## src/rtl/gates_vector_sequencer_pkg.sv

```systemverilog
// Shared types for the gate-vector sequencer: FSM states, vector field layout and a width helper.
package gates_seq_pkg;

  typedef enum logic [2:0] {
    S_IDLE,
    S_APPLY,
    S_SETTLE,
    S_CHECK,
    S_DONE
  } state_t;

  localparam int unsigned VEC_W   = 4;
  localparam int unsigned BIT_A   = 3;
  localparam int unsigned BIT_B   = 2;
  localparam int unsigned BIT_C   = 1;
  localparam int unsigned BIT_EXP = 0;

  // Counter/address width able to index 0..n-1, never below one bit.
  function automatic int unsigned addr_w(input int unsigned n);
    return (n <= 2) ? 1 : $clog2(n);
  endfunction

endpackage

```

## src/rtl/gates_vector_sequencer_if.sv

```systemverilog
// Configuration, stimulus and result bus between the sequencer and its controller.
interface gates_vector_sequencer_if
  import gates_seq_pkg::*;
#(
  parameter int unsigned NUM_VEC = 8,
  parameter int unsigned CNT_W   = 4
) ();

  localparam int unsigned AW = addr_w(NUM_VEC);

  logic             start;
  logic             cfg_we;
  logic [AW-1:0]    cfg_addr;
  logic [VEC_W-1:0] cfg_data;
  logic [2:0]       drv;
  logic             dut_out;
  logic             busy;
  logic             done;
  logic             pass;
  logic [CNT_W-1:0] err_count;
  logic             fail_valid;
  logic [AW-1:0]    first_fail;

  modport master (
    output start, cfg_we, cfg_addr, cfg_data, dut_out,
    input  drv, busy, done, pass, err_count, fail_valid, first_fail
  );

  modport slave (
    input  start, cfg_we, cfg_addr, cfg_data, dut_out,
    output drv, busy, done, pass, err_count, fail_valid, first_fail
  );

endinterface

```

## src/rtl/gates_vec_mem.sv

```systemverilog
// Vector storage: synchronous write port, combinational read port, contents survive reset.
module gates_vec_mem
  import gates_seq_pkg::*;
#(
  parameter int unsigned NUM_VEC = 8,
  parameter int unsigned AW      = 3
) (
  input  logic             clk,
  input  logic             we,
  input  logic [AW-1:0]    waddr,
  input  logic [VEC_W-1:0] wdata,
  input  logic [AW-1:0]    raddr,
  output logic [VEC_W-1:0] rdata
);

  logic [VEC_W-1:0] mem [NUM_VEC];

  // Out-of-range addresses only exist when NUM_VEC is not a power of two.
  if (NUM_VEC == (1 << AW)) begin : g_full
    always_ff @(posedge clk) begin
      if (we) mem[waddr] <= wdata;
    end
  end else begin : g_part
    logic in_range;
    assign in_range = ({{(32 - AW){1'b0}}, waddr} < 32'(NUM_VEC));
    always_ff @(posedge clk) begin
      if (we && in_range) mem[waddr] <= wdata;
    end
  end

  assign rdata = mem[raddr];

endmodule

```

## src/rtl/gates_vector_sequencer.sv

```systemverilog
// Applies stored {a,b,c} vectors to a gate datapath, checks its output and reports the run result.
module gates_vector_sequencer
  import gates_seq_pkg::*;
#(
  parameter int unsigned NUM_VEC = 8,
  parameter int unsigned SETTLE  = 2,
  parameter int unsigned CNT_W   = 4
) (
  input logic                     clk,
  input logic                     rst,
  gates_vector_sequencer_if.slave bus
);

  localparam int unsigned AW = addr_w(NUM_VEC);
  localparam int unsigned SW = addr_w(SETTLE);

  state_t           state;
  logic [AW-1:0]    idx;
  logic [SW-1:0]    settle_cnt;
  logic [2:0]       drv;
  logic             exp_bit;
  logic             busy;
  logic             done;
  logic             pass;
  logic [CNT_W-1:0] err_count;
  logic             fail_valid;
  logic [AW-1:0]    first_fail;
  logic [VEC_W-1:0] rd_vec;
  logic             mem_we;

  assign mem_we = bus.cfg_we && !busy;

  gates_vec_mem #(
    .NUM_VEC (NUM_VEC),
    .AW      (AW)
  ) u_mem (
    .clk   (clk),
    .we    (mem_we),
    .waddr (bus.cfg_addr),
    .wdata (bus.cfg_data),
    .raddr (idx),
    .rdata (rd_vec)
  );

  always_ff @(posedge clk) begin
    if (rst) begin
      state      <= S_IDLE;
      idx        <= '0;
      settle_cnt <= '0;
      drv        <= '0;
      exp_bit    <= 1'b0;
      busy       <= 1'b0;
      done       <= 1'b0;
      pass       <= 1'b0;
      err_count  <= '0;
      fail_valid <= 1'b0;
      first_fail <= '0;
    end else begin
      done <= 1'b0;
      case (state)
        S_IDLE: begin
          if (bus.start) begin
            state      <= S_APPLY;
            busy       <= 1'b1;
            idx        <= '0;
            err_count  <= '0;
            fail_valid <= 1'b0;
            first_fail <= '0;
            pass       <= 1'b0;
          end
        end
        S_APPLY: begin
          drv        <= {rd_vec[BIT_A], rd_vec[BIT_B], rd_vec[BIT_C]};
          exp_bit    <= rd_vec[BIT_EXP];
          settle_cnt <= '0;
          state      <= S_SETTLE;
        end
        S_SETTLE: begin
          if (settle_cnt == SW'(SETTLE - 1)) state <= S_CHECK;
          else settle_cnt <= settle_cnt + SW'(1);
        end
        S_CHECK: begin
          // Counter saturates; fail_valid still records that errors happened.
          if (bus.dut_out != exp_bit) begin
            if (err_count != '1) err_count <= err_count + CNT_W'(1);
            if (!fail_valid) begin
              fail_valid <= 1'b1;
              first_fail <= idx;
            end
          end
          if (idx == AW'(NUM_VEC - 1)) begin
            state <= S_DONE;
          end else begin
            idx   <= idx + AW'(1);
            state <= S_APPLY;
          end
        end
        S_DONE: begin
          done  <= 1'b1;
          pass  <= (err_count == '0) && !fail_valid;
          busy  <= 1'b0;
          state <= S_IDLE;
        end
        default: begin
          state <= S_IDLE;
          busy  <= 1'b0;
        end
      endcase
    end
  end

  assign bus.drv        = drv;
  assign bus.busy       = busy;
  assign bus.done       = done;
  assign bus.pass       = pass;
  assign bus.err_count  = err_count;
  assign bus.fail_valid = fail_valid;
  assign bus.first_fail = first_fail;

endmodule

```

## src/flat_wrapper.sv

```systemverilog
// flat-port wrapper written by rule: the top's interface ports become plain ports
module gates_vector_sequencer_flat import gates_seq_pkg::*;
#(
  parameter int unsigned NUM_VEC = 8,
  parameter int unsigned SETTLE  = 2,
  parameter int unsigned CNT_W   = 4
)
  (clk, rst, bus_start, bus_cfg_we, bus_cfg_addr, bus_cfg_data, bus_dut_out, bus_drv, bus_busy, bus_done, bus_pass, bus_err_count, bus_fail_valid, bus_first_fail);
  gates_vector_sequencer_if #(.NUM_VEC(NUM_VEC), .CNT_W(CNT_W)) bus_i ();
  input logic clk;
  input logic rst;
  input wire logic [$bits(bus_i.start)-1:0] bus_start;
  input wire logic [$bits(bus_i.cfg_we)-1:0] bus_cfg_we;
  input wire logic [$bits(bus_i.cfg_addr)-1:0] bus_cfg_addr;
  input wire logic [$bits(bus_i.cfg_data)-1:0] bus_cfg_data;
  input wire logic [$bits(bus_i.dut_out)-1:0] bus_dut_out;
  output wire logic [$bits(bus_i.drv)-1:0] bus_drv;
  output wire logic [$bits(bus_i.busy)-1:0] bus_busy;
  output wire logic [$bits(bus_i.done)-1:0] bus_done;
  output wire logic [$bits(bus_i.pass)-1:0] bus_pass;
  output wire logic [$bits(bus_i.err_count)-1:0] bus_err_count;
  output wire logic [$bits(bus_i.fail_valid)-1:0] bus_fail_valid;
  output wire logic [$bits(bus_i.first_fail)-1:0] bus_first_fail;
  assign bus_i.start = bus_start;
  assign bus_i.cfg_we = bus_cfg_we;
  assign bus_i.cfg_addr = bus_cfg_addr;
  assign bus_i.cfg_data = bus_cfg_data;
  assign bus_i.dut_out = bus_dut_out;
  assign bus_drv = bus_i.drv;
  assign bus_busy = bus_i.busy;
  assign bus_done = bus_i.done;
  assign bus_pass = bus_i.pass;
  assign bus_err_count = bus_i.err_count;
  assign bus_fail_valid = bus_i.fail_valid;
  assign bus_first_fail = bus_i.first_fail;
  gates_vector_sequencer #(.NUM_VEC(NUM_VEC), .SETTLE(SETTLE), .CNT_W(CNT_W)) u_core (.clk(clk), .rst(rst), .bus(bus_i));
endmodule
```

## config.mk

```make
export PLATFORM = sky130hd
export DESIGN_NAME = gates_vector_sequencer_flat
export DESIGN_NICKNAME = d
export VERILOG_FILES = /design/src/rtl/gates_vector_sequencer_pkg.sv /design/src/rtl/gates_vector_sequencer_if.sv /design/src/rtl/gates_vec_mem.sv /design/src/rtl/gates_vector_sequencer.sv /design/src/flat_wrapper.sv
export SDC_FILE = /design/constraint.sdc
export NUM_CORES = 1
export LEC_CHECK = 0
export CAP_MARGIN = 15
export CORE_MARGIN = 10
export CORE_UTILIZATION = 45
export DETAILED_ROUTE_END_ITERATION = 6
export GPL_ROUTABILITY_DRIVEN = 0
export PLACE_DENSITY = 0.75
export SLEW_MARGIN = 10
export SYNTH_ARGS = -nofsm -noshare
export SYNTH_HDL_FRONTEND = slang
export SYNTH_HIERARCHICAL = 1
export SYNTH_SLANG_ARGS = --single-unit
```

## constraint.sdc

```tcl
create_clock -name clk -period 3.9 [get_ports clk]
set_input_delay 0.78 -clock clk [delete_from_list [all_inputs] [get_ports clk]]
set_output_delay 0.78 -clock clk [all_outputs]
set_load 0.005 [all_outputs]
```

# After elaboration in Yosys (flattened, before gate mapping)
# Memories as Yosys holds them, arrays and structs flattened. A register that Yosys moved wholly into a read port is not among the register bits.
# Cells that the tools add are included.
word_totals:
  regBits: 18
  mem_bits_rw: 32
  output_inout_bits: 14
  memories: 1
op_classes:
  n_addsub: 3
  eq_ne: 13
  n_mux: 25
  bitwise_logic: 1
  reduce_logical: 17
mem_list:
  columns: ["memory", "words", "word_bits", "rd", "rd_ports_with_merged_regs", "wr", "line", "text"]
  rows:
  - ["u_core.u_mem.mem", 8, 4, 1, 1, 1, "gates_vec_mem.sv:16", "logic [VEC_W-1:0] mem [NUM_VEC];"]
op_table:
  columns: ["cell", "n"]
  rows:
  - ["$mux W3", 7]
  - ["$mux W4", 3]
  - ["$pmux W3 S2", 2]
  - ["$pmux W3 S4", 1]
  - ["$pmux W1 S2", 4]
  - ["$pmux W4 S2", 1]
  - ["$reduce_and A4 Y1", 2]
  - ["$mux W1", 7]
  - ["$eq A3 B2 Y1 const B", 2]
  - ["$eq A3 B3 Y1 const B", 2]
  - ["$ne A2 B1 Y1 const B", 3]
  - ["$ne A2 B2 Y1 const B", 3]
  - ["$reduce_and A2 Y1", 3]
  - ["$reduce_and A3 Y1", 2]
  - ["$reduce_bool A2 Y1", 3]
  - ["$add A4 B1 Y4 const B", 1]
  - ["$logic_not A4 Y1", 1]
  - ["$ne A4 B4 Y1 const B", 1]
  - ["$add A3 B1 Y3 const B", 1]
  - ["$eq A3 B1 Y1 const B", 1]
  - ["$logic_not A3 Y1", 1]
  - ["$reduce_or A3 Y1", 1]
  - ["$logic_and A1 B1 Y1", 2]
  - ["$logic_not A1 Y1", 2]
  - ["other kinds (3)", 3]

# Depth between registers and ports, before layout
# Gate-level depths: netlist (run 1).
logic_depth:
  word_depth: 4
  ltp_mapped: 5
  ltp_nobuf: 5

# By module
# The synthesis (run 1) kept the hierarchy.
modules_own_cells:
  columns: ["mod", "n_inst", "cells_per_inst", "area_each_um2"]
  rows:
  - ["gates_vec_mem", 1, 59, 1290.0]
  - ["gates_vector_sequencer", 1, 110, 1053.5]

# Worst setup path before layout (run 1)
# Ideal clock, no wire load.
synth_timing:
  kind: "input-to-reg"
  startpoint: "input bus_cfg_we"
  endpoint: "memory u_core.u_mem.mem[0][0], enable pin"
  setup_time_ps: 361
  t_arrival_ps: 1370
  required_ps: 3539
  slack_ps: 2169
  path_stages: 3
  path_buffers: 0
  path_cell_list: "nor2b_1 nand2b_1 nor3_1"
synth_via:
  elab_chain_cells: 3
synth_rtl:
  columns: ["item", "line", "text"]
  rows:
  - ["start, declared", "flat_wrapper.sv:13", "input wire logic [$bits(bus_i.cfg_we)-1:0] bus_cfg_we;"]
  - ["$logic_and A1 B1 Y1", "gates_vector_sequencer.sv:31", "assign mem_we = bus.cfg_we && !busy;"]
  - ["$mux W1", "gates_vec_mem.sv:21", "if (we) mem[waddr] <= wdata;"]
  - ["$mux W1 (not written as such)", "gates_vec_mem.sv:21", null]
  - ["end, declared", "gates_vec_mem.sv:16", null]
# No other way between the ends.

# Worst setup path after layout (run 1)
layout_timing:
  startpoint: "register u_core.fail_valid, in the netlist u_core/bus.fail_valid"
  endpoint: "output bus_fail_valid"
layout_lines:
  columns: ["item", "line", "text"]
  rows:
  - ["start, declared", "gates_vector_sequencer.sv:26", "logic fail_valid;"]
  - ["start signal, assigned", "gates_vector_sequencer.sv:56", "fail_valid <= 1'b0;"]
  - ["start signal, assigned", "gates_vector_sequencer.sv:67", "fail_valid <= 1'b0;"]
  - ["start signal, assigned", "gates_vector_sequencer.sv:87", "fail_valid <= 1'b1;"]
  - ["end, declared", "flat_wrapper.sv:22", "output wire logic [$bits(bus_i.fail_valid)-1:0] bus_fail_valid;"]
# No word-level cell between the ends.

==> flow_summary.yaml, run 1 <==
finish:
  finalNetCount: 208
  most_frequent_cells_in_the_layout: "32 x sky130_fd_sc_hd__edfxtp_1, 25 x sky130_fd_sc_hd__clkdlybuf4s50_1, 22 x sky130_fd_sc_hd__dfxtp_1, 13 x sky130_fd_sc_hd__nor2_1, 10 x sky130_fd_sc_hd__a21oi_1"
  flow.area_growth_from_synthesis_pct: 16.7
  antenna_diode_count: 0
  drive_above_1_share: 0.0777
  layout_commonest_cell: "sky130_fd_sc_hd__edfxtp_1"
min_path:
  min_delay_worst_endpoint: "u_core/bus.pass$_SDFFE_PP0P_"
  hold_path_depth: 2
  hold_path.startpoint: "u_core/bus.pass$_SDFFE_PP0P_"
  holdCritPathClass: "reg -> reg"
global_route:
  maximum_number_of_pins_on_one_net_before_global_route_repair: 20
  antenna_violations_before_repair: 0
  wire_length_of_the_first_global_routing_pass_um: 7220
  overflow: 0
  grt_util_all_layers: 0.103
  first_global_vias: 1492
cts:
  count_of_cells_resized_by_post_cts_repair: 0
  cts.reportedPaths.clkPinSlew_ns: 0.09
  cts_num_sinks: 54
  clock_tree.root_cell: "sky130_fd_sc_hd__clkbuf_8"
  cts-buffers-inserted: 5
  clock_insertion_delay_worst_skew_ns: 0.30
  cts_buffer_depth: 2
  htree_num_levels: 2
  cts_setup_buffers: 0
  ctsHoldBuffers: 0
  tritoncts_clock_tree: "yes"
timing:
  timing_max_transition_violations_final: 0
  finalSetupViolCount: 0
  timing.slew.headroom: 0.546
  fmax_ghz: 0.474
  timing_hold_violations_final: 0
  timing.final.crit_share: 0.541
  layout_setup_ws_ns: 1.79
  worst_slew_pin_slew_ns: 0.678
  grt_setup_unrepaired: "false"
  post-route-min-period_ns: 2.11
  timing.setup.tns_ns: 0
  worst_clock_skew_ns: 0.00269
setup_path:
  critPathMaxFanout: 9
  cp.arrival_ns: 1.33
  critPathTopFamily: "buffers and inverters"
  path_class: "reg -> out"
  reg2reg_depth: 4
  r2r_start: "u_core/idx[0]$_SDFFE_PP0P_"
  worst-path-stages: 1
  reg2reg_setup_slack_ns: 1.96
  cp_data_required_time_ns: 3.12
  start_kind: "flip-flop"
  critical_path.slowest_cell: "sky130_fd_sc_hd__clkdlybuf4s50_1"
  crit_path_max_incr_delay_ns: 0.56
  endpoint_kind: "output pin"
  cp_cell_sequence: "clkdlybuf4s50_1"
  worst_r2r_endpoint: "u_core/exp_bit$_SDFFE_PP0P_"
  path_buf_inv: 1
synth:
  synth.top_cells.by_area: "sky130_fd_sc_hd__edfxtp_1 41%, sky130_fd_sc_hd__dfxtp_1 19%, sky130_fd_sc_hd__mux4_1 9.0%"
  cells_after_synth: 169
  avgSynthCellArea_sq_um: 13.9
  post_synth_num_cell_types: 40
  synth_top_family_by_area: "multiplexers"
  synth_top_area_share: 0.410
  synth.net_count: 185
  ys_warn_count: 6
  ffs_latches_synth: 54
  synth_edf_count: 32
  synthAdderAreaFrac: 0.0214
  post_synth_instance_area_sq_um: 2340
  synth_compound_area_frac: 0.0657
  post_synth_and_or_nand_nor_area_fraction: 0.132
  synth_area_leader_cell: "sky130_fd_sc_hd__edfxtp_1"
  synth_mux_area_frac: 0.139
  synthXorXnorAreaFrac: 0.0149
  synth-main-ff-cell: "sky130_fd_sc_hd__edfxtp_1"
  ys_async_sr_fraction: 0
  synth_seq_area_share: 0.598
route:
  detail_route.wirelength_um: 4200
  detailed_route_wirelength_on_metal2_um: 2070
  met1_length_um: 1880
  dr_wl_met3_um: 198
  routed.top_layer: "met4"
  pre_antenna_drt_iters: 4
  vias: 1418
  drt-vias-per-instance: 5.39
  drt_iter0_markers: 66
  post-route-drc-count: 0
  post_drt_wl_per_cell_um: 16.0
  drt.antenna.violating_nets: 0
floorplanning:
  dieHeight_um: 92.2
  die_area_sq_um: 8490
  die_x_um: 92.2
  io_pins: 26
  rows: 26
  core_area_sq_um: 5070
  initial_utilization: 0.462
place:
  post-place-ws_ns: 1.51
  dp_hpwl_um: 3020
  io_buffer_count: 25
power:
  total_power_mw: 1.07
  leakage_nw: 0.913
  max-vdd-ir-drop_mv: 0.279
  powerDensity_nw_per_um2: 393
outcome:
  status: "completed"
flow_run:
  max_cap_violations: 0
## worst max path at each step
stage | from | slack, ns | endpoint
2_1_floorplan | bus_cfg_we | 2.17 | u_core/u_mem/mem[0][0]$_DFFE_PP_
3_3_place_gp | bus_cfg_we | 1.56 | u_core/u_mem/mem[4][0]$_DFFE_PP_
3_5_place_dp | bus_cfg_we | 1.51 | u_core/u_mem/mem[4][0]$_DFFE_PP_
4_1_cts | u_core/bus.fail_valid$_SDFFE_PP0P_ | 1.77 | bus_fail_valid
5_1_grt | u_core/bus.fail_valid$_SDFFE_PP0P_ | 1.70 | bus_fail_valid
6_report | u_core/bus.fail_valid$_SDFFE_PP0P_ | 1.79 | bus_fail_valid
## layout make-up
type | count | area (sq um)
inverters | 3 | 11.3
fillers | 462 | 2340
clock buffers | 6 | 72.6
flip-flops and latches | 54 | 1400
clock inverters | 2 | 37.5
well taps | 70 | 87.6
repair buffers | 25 | 250
multi-input cells | 103 | 875
## sequential cells by signal, indices dropped and copies added (netlist names)
register	cells
u_core/state	3
u_core/bus.drv	3
u_core/bus.fail_valid	1
u_core/bus.done	1
u_core/bus.err_count	4
u_core/settle_cnt	1
u_core/bus.busy	1
u_core/idx	3
u_core/u_mem/mem	32
u_core/bus.first_fail	3
u_core/bus.pass	1
u_core/exp_bit	1
## metal layers
metal,track usage,up-vias
met4,0.0308,0
met1,0.124,689
met2,0.174,24
li1,-,699
met5,0,-
met3,0.0326,6
## where the power goes
| group | leakage, nW | total [mW] | internal, mW | switching [mW] |
|---|---|---|---|---|
| sequential | 0.468 | 0.632 | 0.618 | 0.0144 |
| combinational | 0.393 | 0.0797 | 0.0396 | 0.0401 |
| clock | 0.0514 | 0.362 | 0.192 | 0.171 |
| total | 0.913 | 1.07 | 0.849 | 0.225 |
## cell families after synthesis
kind of cell    after synthesis
flops                        54
simple gates                 53
compound gates               23
mux                          19
buf+inv                      12
xor+xnor                      4
fa+ha+maj                     4
## through the flow
| stage | util | hold slack, ns | cell area (sq um) | instances |
|---|---|---|---|---|
| final | 0.539 | 0.483 | 2740 | 263 |
| after global placement | 0.517 | 0.461 | 2630 | 255 |
| after detailed placement | 0.517 | 0.461 | 2630 | 255 |
| after global routing | 0.539 | 0.524 | 2740 | 263 |
| after floorplan | - | 0.465 | 2340 | 169 |
| after CTS | 0.539 | 0.478 | 2740 | 263 |
## synth_stat cells, drive strengths merged, types with 2 or more instances
cell type and count:
edfxtp 32, dfxtp 22, nor2 13, a21oi 10, mux4 8, nand2 8, mux2i 7, buf 6
nand3 5, ha 4, mux2 4, nand2b 4, nor3 4, o311ai 4, clkbuf 3, inv 3
nand3b 3, nand4b 3, nor4b 3, and3 2, nor2b 2, xnor2 2, xor2 2
Note: power is estimated with default switching activity, not from simulation.
==> inputs of run 2 (changes only) <==
==> constraint.sdc (replaced) <==
create_clock -name clk -period 2 [get_ports clk]
set_input_delay 0.4 -clock clk [delete_from_list [all_inputs] [get_ports clk]]
set_output_delay 0.4 -clock clk [all_outputs]
set_load 0.005 [all_outputs]
==> run 2 against run 1 <==
  * Clock skew is 0.0043 ns higher
  * Largest cell class unchanged
  * Largest power group unchanged
  * Sequential power is 95% higher
  * Critical endpoint unchanged
  * Count of clock-buffer cells in the layout is 1 lower
  * Via count is 2.1% higher
==> flow_summary.yaml, run 2 (same netlist as run 1, synthesis figures left out) <==
floorplanning:
  rows: 26
  die_x_um: 92.2
  initial_utilization: 0.462
  die_area_sq_um: 8490
  dieHeight_um: 92.2
  core_area_sq_um: 5070
  io_pins: 26
setup_path:
  critPathTopFamily: "buffers and inverters"
  r2r_start: "u_core/idx[0]$_SDFFE_PP0P_"
  path_class: "reg -> out"
  critPathLaunch: "u_core/bus.fail_valid$_SDFFE_PP0P_"
  endpoint: "bus_fail_valid"
  reg2reg_depth: 5
  path_buf_inv: 1
  cp.arrival_ns: 1.32
  reg2reg_setup_slack_ns: 0.33
  cp_cell_sequence: "clkdlybuf4s50_1"
  worst_r2r_endpoint: "u_core/bus.drv[0]$_SDFFE_PP0P_"
  critical_path.slowest_cell: "sky130_fd_sc_hd__clkdlybuf4s50_1"
  cp_data_required_time_ns: 1.60
  critPathMaxFanout: 9
  start_kind: "flip-flop"
  worst-path-stages: 1
  crit_path_max_incr_delay_ns: 0.56
  endpoint_kind: "output pin"
finish:
  multiInputGateArea_sq_um: 875
  post_layout_nonfiller_instances: 271
  most_frequent_cells_in_the_layout: "32 x sky130_fd_sc_hd__edfxtp_1, 25 x sky130_fd_sc_hd__clkdlybuf4s50_1, 22 x sky130_fd_sc_hd__dfxtp_1, 13 x sky130_fd_sc_hd__nor2_1, 10 x sky130_fd_sc_hd__a21oi_1"
  antenna_diode_count: 0
  reg.largest.list: "u_core/u_mem/mem: 32 flops, u_core/bus.err_count: 4 flops"
  postLayoutCoreUtil: 0.552
  drive_above_1_share: 0.119
  layout_commonest_cell: "sky130_fd_sc_hd__edfxtp_1"
  fillerInstances: 447
  largest_reg_flops: 32
  flow.area_growth_from_synthesis_pct: 19.5
  top_register: "u_core/u_mem/mem"
  finalNetCount: 216
  seq_area_sq_um: 1400
flow_run:
  max_cap_violations: 0
route:
  pre_antenna_drt_iters: 4
  detail_route.wirelength_um: 4190
  drt.antenna.violating_nets: 0
  vias: 1448
  drt_iter0_markers: 56
  post_drt_wl_per_cell_um: 15.5
  drt-vias-per-instance: 5.34
  post-route-drc-count: 0
cts:
  cts.reportedPaths.clkPinSlew_ns: 0.10
  ctsHoldBuffers: 0
  clock_insertion_delay_worst_skew_ns: 0.30
  cts_buffer_depth: 2
  htree_num_levels: 2
  cts_num_sinks: 54
  cts_setup_buffers: 0
  cts-buffers-inserted: 5
  count_of_cells_resized_by_post_cts_repair: 0
  tritoncts_clock_tree: "yes"
  clock_tree.root_cell: "sky130_fd_sc_hd__clkbuf_8"
global_route:
  grt_util_all_layers: 0.105
  first_global_vias: 1527
  overflow: 0
  wire_length_of_the_first_global_routing_pass_um: 7350
  antenna_violations_before_repair: 0
  maximum_number_of_pins_on_one_net_before_global_route_repair: 19
timing:
  timing.final.crit_share: 0.860
  grt_setup_unrepaired: "false"
  worst_clock_skew_ns: 0.00695
  timing_hold_violations_final: 0
  worst_slew_pin_slew_ns: 0.475
  timing.setup.tns_ns: 0
  whs_ns: 0.479
  timing.slew.headroom: 0.681
  post-route-min-period_ns: 1.72
  timing_max_transition_violations_final: 0
  finalSetupViolCount: 0
  fmax_ghz: 0.581
min_path:
  holdCritPathClass: "reg -> reg"
power:
  powerDensity_nw_per_um2: 763
  leakage_nw: 0.963
  total_power_mw: 2.14
  max-vdd-ir-drop_mv: 0.644
place:
  placed_cells_incl_taps: 263
  dp_hpwl_um: 3120
  io_buffer_count: 25
outcome:
  status: "completed"
-- run 2: changes by cell type in the layout (fill, tap and decap cells not counted) --
| cell | change |
|---|---|
| sky130_fd_sc_hd__clkinvlp_4 | -1 |
| sky130_fd_sc_hd__clkbuf_1 | -1 |
| sky130_fd_sc_hd__inv_6 | +2 |
| sky130_fd_sc_hd__buf_4 | +8 |
-- run 2: worst min path at each step --
stage	endpoint	slack [ns]	startpoint	depth (start not counted)
after floorplan	u_core/bus.pass$_SDFFE_PP0P_	0.46	u_core/bus.pass$_SDFFE_PP0P_	2
after detailed placement	u_core/bus.pass$_SDFFE_PP0P_	0.47	u_core/bus.pass$_SDFFE_PP0P_	2
after CTS	u_core/bus.pass$_SDFFE_PP0P_	0.49	u_core/bus.pass$_SDFFE_PP0P_	2
after global routing	u_core/bus.busy$_SDFFE_PP0P_	0.53	u_core/bus.busy$_SDFFE_PP0P_	2
final	u_core/bus.pass$_SDFFE_PP0P_	0.48	u_core/bus.pass$_SDFFE_PP0P_	2
after global placement	u_core/bus.pass$_SDFFE_PP0P_	0.47	u_core/bus.pass$_SDFFE_PP0P_	2
-- run 2: report_power, final --
| group | leakage [nW] | internal [mW] | switching, mW | total [mW] |
|---|---|---|---|---|
| logic | 0.436 | 0.0827 | 0.0817 | 0.164 |
| clock network | 0.0591 | 0.382 | 0.362 | 0.744 |
| registers | 0.468 | 1.20 | 0.0258 | 1.23 |
-- run 2: layout make-up --
| cell class | instances | share of cell area |
|---|---|---|
| Clock inverter | 3 | 0.0170 |
| Inverter | 3 | 0.00402 |
| Timing Repair Buffer | 33 | 0.111 |
| Sequential cell | 54 | 0.500 |
| Multi-Input combinational cell | 103 | 0.312 |
| Tap cell | 70 | 0.0313 |
| Clock buffer | 5 | 0.0246 |
-- run 2: layer usage --
layer | vias to the layer above | track usage | wire length (um)
met3 | 4 | 0.0399 | 228
met5 | - | 0 | 0
met1 | 702 | 0.118 | 1820
li1 | 715 | - | -
met2 | 27 | 0.186 | 2120
met4 | 0 | 0.0231 | 16
-- run 2: per-stage QoR --
| stage | area [sq um] | setup WS [ns] |
|---|---|---|
| 5_1_grt | 2800 | 0.177 |
| 3_3_place_gp | 2690 | 0.145 |
| 4_1_cts | 2800 | 0.248 |
| 3_5_place_dp | 2690 | 0.0745 |
| 6_report | 2800 | 0.280 |
| 2_1_floorplan | 2340 | 0.399 |
==> inputs of run 3 (changes only) <==
--- a/config.mk
+++ b/config.mk
@@ -6,11 +6,11 @@
 export NUM_CORES = 1
 export LEC_CHECK = 0
 export CAP_MARGIN = 15
-export CORE_MARGIN = 10
-export CORE_UTILIZATION = 45
+export CORE_ASPECT_RATIO = 2
+export CORE_UTILIZATION = 50
 export DETAILED_ROUTE_END_ITERATION = 6
 export GPL_ROUTABILITY_DRIVEN = 0
-export PLACE_DENSITY = 0.75
+export PLACE_DENSITY = 0.81
 export SLEW_MARGIN = 10
 export SYNTH_ARGS = -nofsm -noshare
 export SYNTH_HDL_FRONTEND = slang
==> run 3 against run 2 <==
  * Design area shrank 1.2%
  * Sequential power is essentially flat
  * Via count grew 4.6%
  * Worst hold slack gained 0.0027 ns
  * Clock skew grew 0.0077 ns
  * Cell count shrank 5.5%
  * Clock power shrank 16%
  * Critical path type unchanged
==> flow_summary.yaml, run 3 (same netlist as run 1, synthesis figures left out) <==
route:
  detail_route.wirelength_um: 4220
  drt-vias-per-instance: 5.92
  drt.antenna.violating_nets: 0
  drt_iter0_markers: 36
  pre_antenna_drt_iters: 4
  post_drt_wl_per_cell_um: 16.5
  post-route-drc-count: 0
  vias: 1515
cts:
  cts_num_sinks: 54
  cts-buffers-inserted: 5
  tritoncts_clock_tree: "yes"
  htree_num_levels: 2
  clock_tree.root_cell: "sky130_fd_sc_hd__clkbuf_8"
  cts.reportedPaths.clkPinSlew_ns: 0.11
  cts_buffer_depth: 2
  ctsHoldBuffers: 0
  cts_setup_buffers: 0
  count_of_cells_resized_by_post_cts_repair: 0
  clock_insertion_delay_worst_skew_ns: 0.31
place:
  io_buffer_count: 25
  dp_hpwl_um: 3180
  post-place-ws_ns: 0.0365
global_route:
  maximum_number_of_pins_on_one_net_before_global_route_repair: 20
  first_global_vias: 1521
  overflow: 0
  grt_util_all_layers: 0.185
  wire_length_of_the_first_global_routing_pass_um: 6730
  antenna_violations_before_repair: 0
setup_path:
  cp_data_required_time_ns: 1.60
  r2r_start: "u_core/idx[0]$_SDFFE_PP0P_"
  endpoint_kind: "output pin"
  critPathTopFamily: "buffers and inverters"
  start_kind: "flip-flop"
  critPathMaxFanout: 9
  cp.arrival_ns: 1.33
  critical_path.slowest_cell: "sky130_fd_sc_hd__clkdlybuf4s50_1"
  crit_path_max_incr_delay_ns: 0.55
  path_class: "reg -> out"
  cp_cell_sequence: "clkdlybuf4s50_1"
  reg2reg_setup_slack_ns: 0.28
  worst_r2r_endpoint: "u_core/bus.drv[2]$_SDFFE_PP0P_"
  path_buf_inv: 1
  reg2reg_depth: 5
finish:
  seq_area_sq_um: 1400
  finalNetCount: 217
  antenna_diode_count: 0
  postLayoutCoreUtil: 0.626
  layout_commonest_cell: "sky130_fd_sc_hd__edfxtp_1"
  most_frequent_cells_in_the_layout: "32 x sky130_fd_sc_hd__edfxtp_1, 25 x sky130_fd_sc_hd__clkdlybuf4s50_1, 22 x sky130_fd_sc_hd__dfxtp_1, 13 x sky130_fd_sc_hd__nor2_1, 10 x sky130_fd_sc_hd__a21oi_1"
  top_register: "u_core/u_mem/mem"
  multiInputGateArea_sq_um: 875
  largest_reg_flops: 32
  drive_above_1_share: 0.124
  reg.largest.list: "u_core/u_mem/mem: 32 flops, u_core/bus.err_count: 4 flops"
  flow.area_growth_from_synthesis_pct: 18.1
  fillerInstances: 349
floorplanning:
  die_x_um: 50.4
  die_area_sq_um: 4980
  core_area_sq_um: 4420
  initial_utilization: 0.530
  dieHeight_um: 98.8
  io_pins: 26
  rows: 34
power:
  powerDensity_nw_per_um2: 730
  power_spent_charging_and_discharging_nets_mw: 0.473
  pwr-share-comb: 0.083
  cell_internal_power_dissipation_mw: 1.55
  total_power_mw: 2.02
  leakage_nw: 0.958
  power.sequential.fraction: 0.609
  power.share.clock: 0.309
  power.share.switching: 0.234
  max-vdd-ir-drop_mv: 0.678
min_path:
  hold_path.startpoint: "u_core/bus.pass$_SDFFE_PP0P_"
  holdCritPathClass: "reg -> reg"
  min_delay_worst_endpoint: "u_core/bus.pass$_SDFFE_PP0P_"
  hold_path_depth: 2
flow_run:
  max_cap_violations: 0
timing:
  timing_hold_violations_final: 0
  grt_setup_unrepaired: "false"
  timing_max_transition_violations_final: 0
  fmax_ghz: 0.578
  worst_slew_pin_slew_ns: 0.547
  timing.setup.tns_ns: 0
  finalSetupViolCount: 0
  timing.slew.headroom: 0.634
  post-route-min-period_ns: 1.73
  worst_clock_skew_ns: 0.0146
  layout_setup_ws_ns: 0.271
  timing.final.crit_share: 0.865
outcome:
  status: "completed"
-- run 3: stage by stage --
stage / hold WS, ns / instances / area, sq um
2_1_floorplan: 0.465 / 169 / 2340
4_1_cts: 0.483 / 256 / 2770
5_1_grt: 0.536 / 256 / 2770
3_5_place_dp: 0.467 / 248 / 2670
3_3_place_gp: 0.461 / 248 / 2670
6_report: 0.481 / 256 / 2770
-- run 3: layout make-up --
cell class | instances | share of cell area
Sequential cell | 54 | 0.506
Inverter | 3 | 0.00407
Tap cell | 54 | 0.0244
Multi-Input combinational cell | 103 | 0.316
Clock inverter | 3 | 0.00949
Timing Repair Buffer | 34 | 0.115
Clock buffer | 5 | 0.0249
-- run 3: worst max-delay path by stage --
stage,cells after the start,end,startpoint,slack [ns]
after floorplan,5,u_core/bus.drv[0]$_SDFFE_PP0P_,u_core/idx[0]$_SDFFE_PP0P_,0.40
after global placement,5,u_core/u_mem/mem[1][0]$_DFFE_PP_,bus_cfg_we,0.11
after detailed placement,5,u_core/u_mem/mem[1][3]$_DFFE_PP_,bus_cfg_we,0.04
after CTS,1,bus_fail_valid,u_core/bus.fail_valid$_SDFFE_PP0P_,0.26
after global routing,5,u_core/bus.drv[2]$_SDFFE_PP0P_,u_core/idx[0]$_SDFFE_PP0P_,0.18
final,1,bus_fail_valid,u_core/bus.fail_valid$_SDFFE_PP0P_,0.27
-- run 3: routing by layer --
metal  global-route usage  part of all wire
met2                0.360              0.58
met5                    0                 0
met1                0.167              0.35
met3               0.0386             0.038
met4               0.0983             0.035
-- run 3: power groups by stage --
stage               clock, mW  sequential [mW]  combinational, mW
floorplan                   0             1.24              0.112
finish                  0.624             1.23              0.167
global route            0.684             1.23              0.185
CTS                     0.646             1.23              0.167
detailed placement          0             1.26              0.166
global placement            0             1.25              0.160
